File: config.mk
export PLATFORM = sky130hd
export DESIGN_NAME = pipelined_adder_nbit
export DESIGN_NICKNAME = d
export VERILOG_FILES = /design/src/rtl/pipelined_adder_nbit_pkg.sv /design/src/rtl/pipelined_adder_nbit_adder_chunk.sv /design/src/rtl/pipelined_adder_nbit.sv
export SDC_FILE = /design/constraint.sdc
export NUM_CORES = 1
export LEC_CHECK = 0
export ABC_AREA = 0
export CAP_MARGIN = 20
export CORE_MARGIN = 2
export CORE_UTILIZATION = 30
export CTS_CLUSTER_SIZE = 20
export DETAILED_ROUTE_END_ITERATION = 12
export MAX_ROUTING_LAYER = met4
export PLACE_DENSITY = 0.66
export SETUP_SLACK_MARGIN = 0.15
export SYNTH_ARGS = -nofsm -noshare
export SYNTH_HDL_FRONTEND = slang
export SYNTH_SLANG_ARGS = --single-unit
File: constraint.sdc
create_clock -name clk -period 2.2 [get_ports clk]
set_clock_uncertainty 0.2 [all_clocks]
set_input_delay 0.22 -clock clk [delete_from_list [all_inputs] [get_ports clk]]
set_output_delay 0.22 -clock clk [all_outputs]
set_load 0.01 [all_outputs]
File: src/rtl/pipelined_adder_nbit_pkg.sv
// pipelined_adder_nbit_pkg
//   Shared defaults and helpers for the pipelined adder/subtractor.
//   DEF_WIDTH / DEF_STAGES : default operand width and pipeline depth
//   chunk_w()              : bits of carry chain resolved per stage
//   cfg_ok()               : legal parameter combination check
//   full_add()             : one-bit full adder, returns {carry, sum}
package pipelined_adder_nbit_pkg;

    localparam int DEF_WIDTH  = 8;
    localparam int DEF_STAGES = 2;

    function automatic int chunk_w(input int width, input int stages);
        return (stages >= 1) ? (width / stages) : width;
    endfunction

    function automatic bit cfg_ok(input int width, input int stages);
        return (stages >= 1) && (width >= stages) && ((width % stages) == 0);
    endfunction

    function automatic logic [1:0] full_add(input logic a, input logic b, input logic c);
        return {(a & b) | (c & (a ^ b)), a ^ b ^ c};
    endfunction

endpackage

File: src/rtl/pipelined_adder_nbit_adder_chunk.sv
// adder_chunk
//   Combinational W-bit ripple-carry adder built from one-bit full adders.
//   a_i, b_i : operand chunk
//   c_i      : carry into bit 0
//   s_o      : sum chunk
//   c_o      : carry out of bit W-1
//   cmsb_o   : carry into bit W-1 (needed for signed overflow on the top chunk)
module adder_chunk
    import pipelined_adder_nbit_pkg::*;
#(
    parameter int W = 4
) (
    input  logic [W-1:0] a_i,
    input  logic [W-1:0] b_i,
    input  logic         c_i,
    output logic [W-1:0] s_o,
    output logic         c_o,
    output logic         cmsb_o
);

    logic [W:0] c;

    always_comb begin
        c    = '0;
        s_o  = '0;
        c[0] = c_i;
        for (int i = 0; i < W; i++) begin
            {c[i+1], s_o[i]} = full_add(a_i[i], b_i[i], c[i]);
        end
    end

    assign c_o    = c[W];
    assign cmsb_o = c[W-1];

endmodule

File: src/rtl/pipelined_adder_nbit.sv
// pipelined_adder_nbit
//   Pipelined WIDTH-bit adder/subtractor; the carry chain is cut into STAGES
//   registered chunks of WIDTH/STAGES bits. Valid/ready on both sides.
//   clk, rst               : clock, asynchronous active-high reset
//   in_valid / in_ready    : operand handshake
//   a, b, cin, sub         : operands; sub=1 computes a + ~b + 1 (cin ignored)
//   out_valid / out_ready  : result handshake
//   sum, cout, ovf         : result, carry out (no-borrow when sub=1), signed overflow
module pipelined_adder_nbit
    import pipelined_adder_nbit_pkg::*;
#(
    parameter int WIDTH  = DEF_WIDTH,
    parameter int STAGES = DEF_STAGES
) (
    input  logic             clk,
    input  logic             rst,
    input  logic             in_valid,
    output logic             in_ready,
    input  logic [WIDTH-1:0] a,
    input  logic [WIDTH-1:0] b,
    input  logic             cin,
    input  logic             sub,
    output logic             out_valid,
    input  logic             out_ready,
    output logic [WIDTH-1:0] sum,
    output logic             cout,
    output logic             ovf
);

    localparam int CHUNK = chunk_w(WIDTH, STAGES);

    if (!cfg_ok(WIDTH, STAGES)) begin : g_cfg_err
        $error("pipelined_adder_nbit: WIDTH must be a non-zero multiple of STAGES");
    end

    // Stage registers
    logic [STAGES-1:0]            vld_q;
    logic [STAGES-1:0][WIDTH-1:0] a_q, b_q, s_q;
    logic [STAGES-1:0]            c_q;
    logic                         cmsb_q;

    // Stage inputs (what stage k sees from upstream) and stage results
    logic [STAGES-1:0]            vld_d;
    logic [STAGES-1:0][WIDTH-1:0] a_d, b_d, s_in, s_d;
    logic [STAGES-1:0]            c_in, c_d, cm_d;
    logic [STAGES-1:0][CHUNK-1:0] chunk_s;
    logic [STAGES-1:0]            rdy;

    // Stage 0 is fed from the ports; b is inverted here once so later stages
    // just add whatever upper bits they carry along.
    always_comb begin
        vld_d = '0;
        a_d   = '0;
        b_d   = '0;
        s_in  = '0;
        c_in  = '0;
        vld_d[0] = in_valid;
        a_d[0]   = a;
        b_d[0]   = b ^ {WIDTH{sub}};
        c_in[0]  = sub | cin;
        for (int k = 1; k < STAGES; k++) begin
            vld_d[k] = vld_q[k-1];
            a_d[k]   = a_q[k-1];
            b_d[k]   = b_q[k-1];
            s_in[k]  = s_q[k-1];
            c_in[k]  = c_q[k-1];
        end
    end

    for (genvar k = 0; k < STAGES; k++) begin : g_stage
        adder_chunk #(.W(CHUNK)) u_chunk (
            .a_i    (a_d[k][k*CHUNK +: CHUNK]),
            .b_i    (b_d[k][k*CHUNK +: CHUNK]),
            .c_i    (c_in[k]),
            .s_o    (chunk_s[k]),
            .c_o    (c_d[k]),
            .cmsb_o (cm_d[k])
        );
    end

    // Bits above the chunks already resolved are always zero in s_in, so
    // OR-ing the new chunk into place is enough.
    always_comb begin
        s_d = '0;
        for (int k = 0; k < STAGES; k++) begin
            s_d[k] = s_in[k] | (WIDTH'(chunk_s[k]) << (k * CHUNK));
        end
    end

    // ready_k = !valid_k || ready_{k+1}, unrolled as a running OR from the
    // output side so in_ready is combinational from out_ready.
    always_comb begin
        logic r;
        r   = out_ready;
        rdy = '0;
        for (int k = STAGES - 1; k >= 0; k--) begin
            r      = r | ~vld_q[k];
            rdy[k] = r;
        end
    end

    always_ff @(posedge clk or posedge rst) begin
        if (rst) begin
            vld_q  <= '0;
            a_q    <= '0;
            b_q    <= '0;
            s_q    <= '0;
            c_q    <= '0;
            cmsb_q <= 1'b0;
        end else begin
            for (int k = 0; k < STAGES; k++) begin
                if (rdy[k]) begin
                    vld_q[k] <= vld_d[k];
                    a_q[k]   <= a_d[k];
                    b_q[k]   <= b_d[k];
                    s_q[k]   <= s_d[k];
                    c_q[k]   <= c_d[k];
                end
            end
            if (rdy[STAGES-1]) cmsb_q <= cm_d[STAGES-1];
        end
    end

    assign in_ready  = rdy[0];
    assign out_valid = vld_q[STAGES-1];
    assign sum       = s_q[STAGES-1];
    assign cout      = c_q[STAGES-1];
    assign ovf       = c_q[STAGES-1] ^ cmsb_q;

    // Already-consumed low operand bits, the last stage's operand copy and the
    // MSB carries of non-final chunks are carried but never read.
    logic unused_ok;
    assign unused_ok = &{1'b0, a_q, b_q, cm_d};

endmodule
After elaboration in Yosys (flattened, before gate mapping). Index checks and enable logic that the tools add are counted.

Bits in registers: 33. Logic and storage cells: 57.

Bitwise gates (word level): 48.

Operators with widths (count): bitwise XOR 1 bit (17); AND 1 bit (16); OR 1 bit (11); OR 4 x 8 -> 8 bit (1); bitwise XOR 8 bit (1); inverter 1 bit (2).

Logic depth before layout (Yosys ltp).
Depth in word-level cells: 10. Mapped depth: 9. Depth with buffers taken out: 9.

Modules after synthesis. From an unflattened synthesis, not the netlist that was laid out.

Cell total of the unflattened synthesis: 94. Area, all modules: 1298.7 um^2.

By module, submodules not included: pipelined_adder_nbit (cells an instance 66, area an instance 1063.5 um^2, instances 1); adder_chunk (cells an instance 14, area an instance 117.6 um^2, instances 2).

Least setup slack after synthesis. OpenSTA, ideal clock, no wires.

Path kind: input to register. Start: input sub. End: register s_q (netlist bit s_in[11]). Setup time: 128 ps. Arrival time: 2317 ps. Stages on the path: 9. Slack: -445 ps. Cells stage by stage: buf_2 -> xor2_1 -> fa_1 -> inv_1 -> fa_1 -> fa_1 -> inv_1 -> fa_1 -> mux2_1.

RTL lines: start: declaration (RTL line pipelined_adder_nbit.sv:22) `input logic sub,`; end signal: indexed assignment (RTL line pipelined_adder_nbit.sv:116) `s_q[k] <= s_d[k];`; end: declaration (RTL line pipelined_adder_nbit.sv:38) `logic [STAGES-1:0][WIDTH-1:0] a_q, b_q, s_q;`.

==> flow_metrics.env <==
export IMPL_crit_reg2reg_capture="sum[7]$_DFFE_PP0P_"
export IMPL_cp_end_kind="register"
export IMPL_critPathMaxStageDelay_ns=0.42
export IMPL_die_area_sq_um=4680
export IMPL_gp_congestion=0.727
export IMPL_rrSetupSlack_ns=-0.25
export IMPL_cts_buffer_depth=2
export IMPL_path_max_fanout=2
export IMPL_outcome="finished with violations"
export IMPL_start_kind="register"
export IMPL_globalRoute_totalOverflow=0
export IMPL_fin_area_sq_um=1780
export IMPL_worstMarginPinSlew_ns=0.330
export IMPL_firstDrtPassIters=4
export IMPL_wirelength_mm=2.40
export IMPL_final_layout_size_suffix_gt1_share_pct=29.2
export IMPL_synth_cells=90
export IMPL_io_buffers=33
export IMPL_yosysWarnings=0
export IMPL_setup_violations=2
export IMPL_grt_pass1_vias=808
export IMPL_hp_class="in2async"
export IMPL_ys_ff_latch=25
export IMPL_hpwlAfterDp_mm=1.84
export IMPL_crit_type="reg2reg"
export IMPL_r2r_cells=9
export IMPL_syn_area_sq_um=1240
export IMPL_num_io_pins=34
export IMPL_cts_buffers=3
export IMPL_period_share_pct=111
export IMPL_synth_largest_area_cell="dfrtp_1"
export IMPL_fillers=361
export IMPL_vias=778
export IMPL_hold_violations=0
export IMPL_clk_latency_ns=0.27
export IMPL_min_period_ns=2.45
export IMPL_path_cells="inv_2 > fa_2 > inv_2 > fa_2 > inv_2 > fa_2 > inv_2 > fa_2 > mux2_4"
export IMPL_synth_avg_cell_area_sq_um=13.8
export IMPL_r2r_start="b_d[12]$_DFFE_PP0P_"
export IMPL_p_leak_uw=0.000800
export IMPL_crit_slowest_cell="fa_2"
export IMPL_critical_path_top_delay_family="adder cells"
export IMPL_syn_nets=120
export IMPL_violations="negative setup slack"
export IMPL_required_ns=2.16
export IMPL_netlist_area_leader_share_pct=50.3
export IMPL_holdWs_ns=0.107
export IMPL_avgRoutedWirePerCell_um=13.3
export IMPL_grt_max_degree=26
export IMPL_fmax_mhz=409
export IMPL_area_growth_pct=43.0
export IMPL_antennaDiodeCount=0
export IMPL_grt_pass1_wl_mm=3.84
export IMPL_initial_utilization_pct=31.1
export IMPL_die_y_um=68.4
export IMPL_h_tree_depth=1
export IMPL_rows=23
export IMPL_holdBufCountCts=0
export IMPL_cts_tree="yes"
export IMPL_critPathBufInv=4
export IMPL_slew_viol_final=0
export IMPL_slew_headroom_pct=78.0
export IMPL_drtIter0Drc=10
export IMPL_core_area_sq_um=4000
export IMPL_synthDistinctLibCells=15
export IMPL_antenna_found_initial=0
export IMPL_rsz0062_at_grt="yes"
export IMPL_yosys_top_cells_area="dfrtp_1 50%, mux2_1 14%, fa_1 13%"
export IMPL_finalWorstSetupSlack_ns=-0.247
export IMPL_cts_sinks=25
export IMPL_drc_errors=0
export IMPL_antenna_left=0
export IMPL_fp_dieW_um=68.4
export IMPL_routed_via_density=4.32
export IMPL_worstPathArrival_ns=2.41
export IMPL_maxCapViolCount=0
export IMPL_ys_seq_area_share_pct=50.3
export IMPL_clk_pin_slew_ns=0.08
export IMPL_grt_usage_pct=12.2
export IMPL_tns_ns=-0.296
export IMPL_ir_drop_mv=0.288
export IMPL_placedInstanceArea_sq_um=1690
export IMPL_final_nets=161
export IMPL_cts_root_buf="clkbuf_8"
export IMPL_cellPowerDensity_nw_per_um2=822
[worst register-to-register path, stage by stage, from the launching register on]
cell and delay [ns]:
dfrtp_1 0.35, inv_2 0.05, fa_2 0.39, inv_2 0.06, fa_2 0.18, inv_2 0.04
fa_2 0.33, inv_2 0.07, fa_2 0.42, mux2_4 0.26
[state kept, by name, summed over array words and instances, names as in the netlist]
| signal | flops |
|---|---|
| c_q | 2 |
| vld_q | 2 |
| a_d | 4 |
| s_in | 4 |
| cmsb_q | 1 |
| b_d | 4 |
| sum | 8 |
[report_power, final]
part / internal, uW / total [uW] / switching (uW)
clock network: 130 / 275 / 146
logic: 332 / 538 / 205
registers: 578 / 648 / 70.0
[how the worst max path moves through the flow]
stage	startpoint	endpoint	slack [ns]	depth (start not counted)
floorplan	sub	s_in[11]$_DFFE_PP0P_	-0.25	9
global placement	sub	s_in[11]$_DFFE_PP0P_	-0.72	9
detailed placement	sub	s_in[11]$_DFFE_PP0P_	-0.77	9
CTS	b_d[12]$_DFFE_PP0P_	sum[7]$_DFFE_PP0P_	-0.26	9
global route	a_d[12]$_DFFE_PP0P_	sum[7]$_DFFE_PP0P_	-0.31	9
finish	b_d[12]$_DFFE_PP0P_	sum[7]$_DFFE_PP0P_	-0.25	9
[cells in the final DEF (no fill, tap or decap), drive strengths merged]
cell / n
dlymetal6s2s: 1
buf: 9
xor2: 5
nor3b: 2
clkdlybuf4s50: 28
or2: 1
clkbuf: 4
a21oi: 2
fa: 8
mux2i: 4
xnor2: 4
dfrtp: 25
inv: 15
mux2: 17
dlygate4sd2: 1
nand3b: 1
nand2b: 3
[per-layer routing]
metal  track usage (%)  vias up  part of all wire, %
met2              20.2       23                   53
met1              13.7      393                   40
met3              2.96        5                  5.1
met4              6.00        0                  2.0
li1                  -      357                    -
met5                 -        -                    0
[synthesized netlist by cell type]
master and number:
nand2b_1 3, nand3b_4 1, fa_1 8, buf_2 2
buf_6 1, a21oi_1 2, dfrtp_1 25, mux2_2 2
or2_2 1, mux2i_1 4, nor3b_1 2, xnor2_1 4
inv_1 15, mux2_1 15, xor2_1 5
[repair_timing]
item	in CTS	in global routing
pin swaps	10	6
setup buffers	1	0
setup endpoints to repair	5	5
gates resized for setup	21	7
[kinds of logic (layout without fill, tap and decap cells)]
group	count (synthesis)	count (layout)	synth area share (%)
compound gates	2	2	0.805
simple gates	7	7	4.83
fa+ha+maj	8	8	12.9
mux	21	21	18.6
xor+xnor	9	9	6.34
flops	25	25	50.3
buf+inv	18	58	6.24
[stage by stage]
step | instances | total power [uW] | utilization, % | worst slack [ns]
after floorplan | 90 | 906 | - | -0.251
after global placement | 175 | 1150 | 42.1 | -0.717
after detailed placement | 175 | 1180 | 42.1 | -0.771
after CTS | 180 | 1470 | 43.7 | -0.258
after global routing | 180 | 1550 | 44.4 | -0.315
final | 180 | 1460 | 44.4 | -0.247
[area by class of cell]
| class | count | area, sq um | share of cell area (%) |
|---|---|---|---|
| Sequential cell | 25 | 626 | 35.2 |
| Multi-Input combinational cell | 47 | 601 | 33.8 |
| Timing Repair Buffer | 39 | 388 | 21.8 |
| Tap cell | 50 | 62.6 | 3.52 |
| Inverter | 15 | 56.3 | 3.17 |
| Clock buffer | 4 | 45.0 | 2.53 |
(Power assumes the default switching activity.)
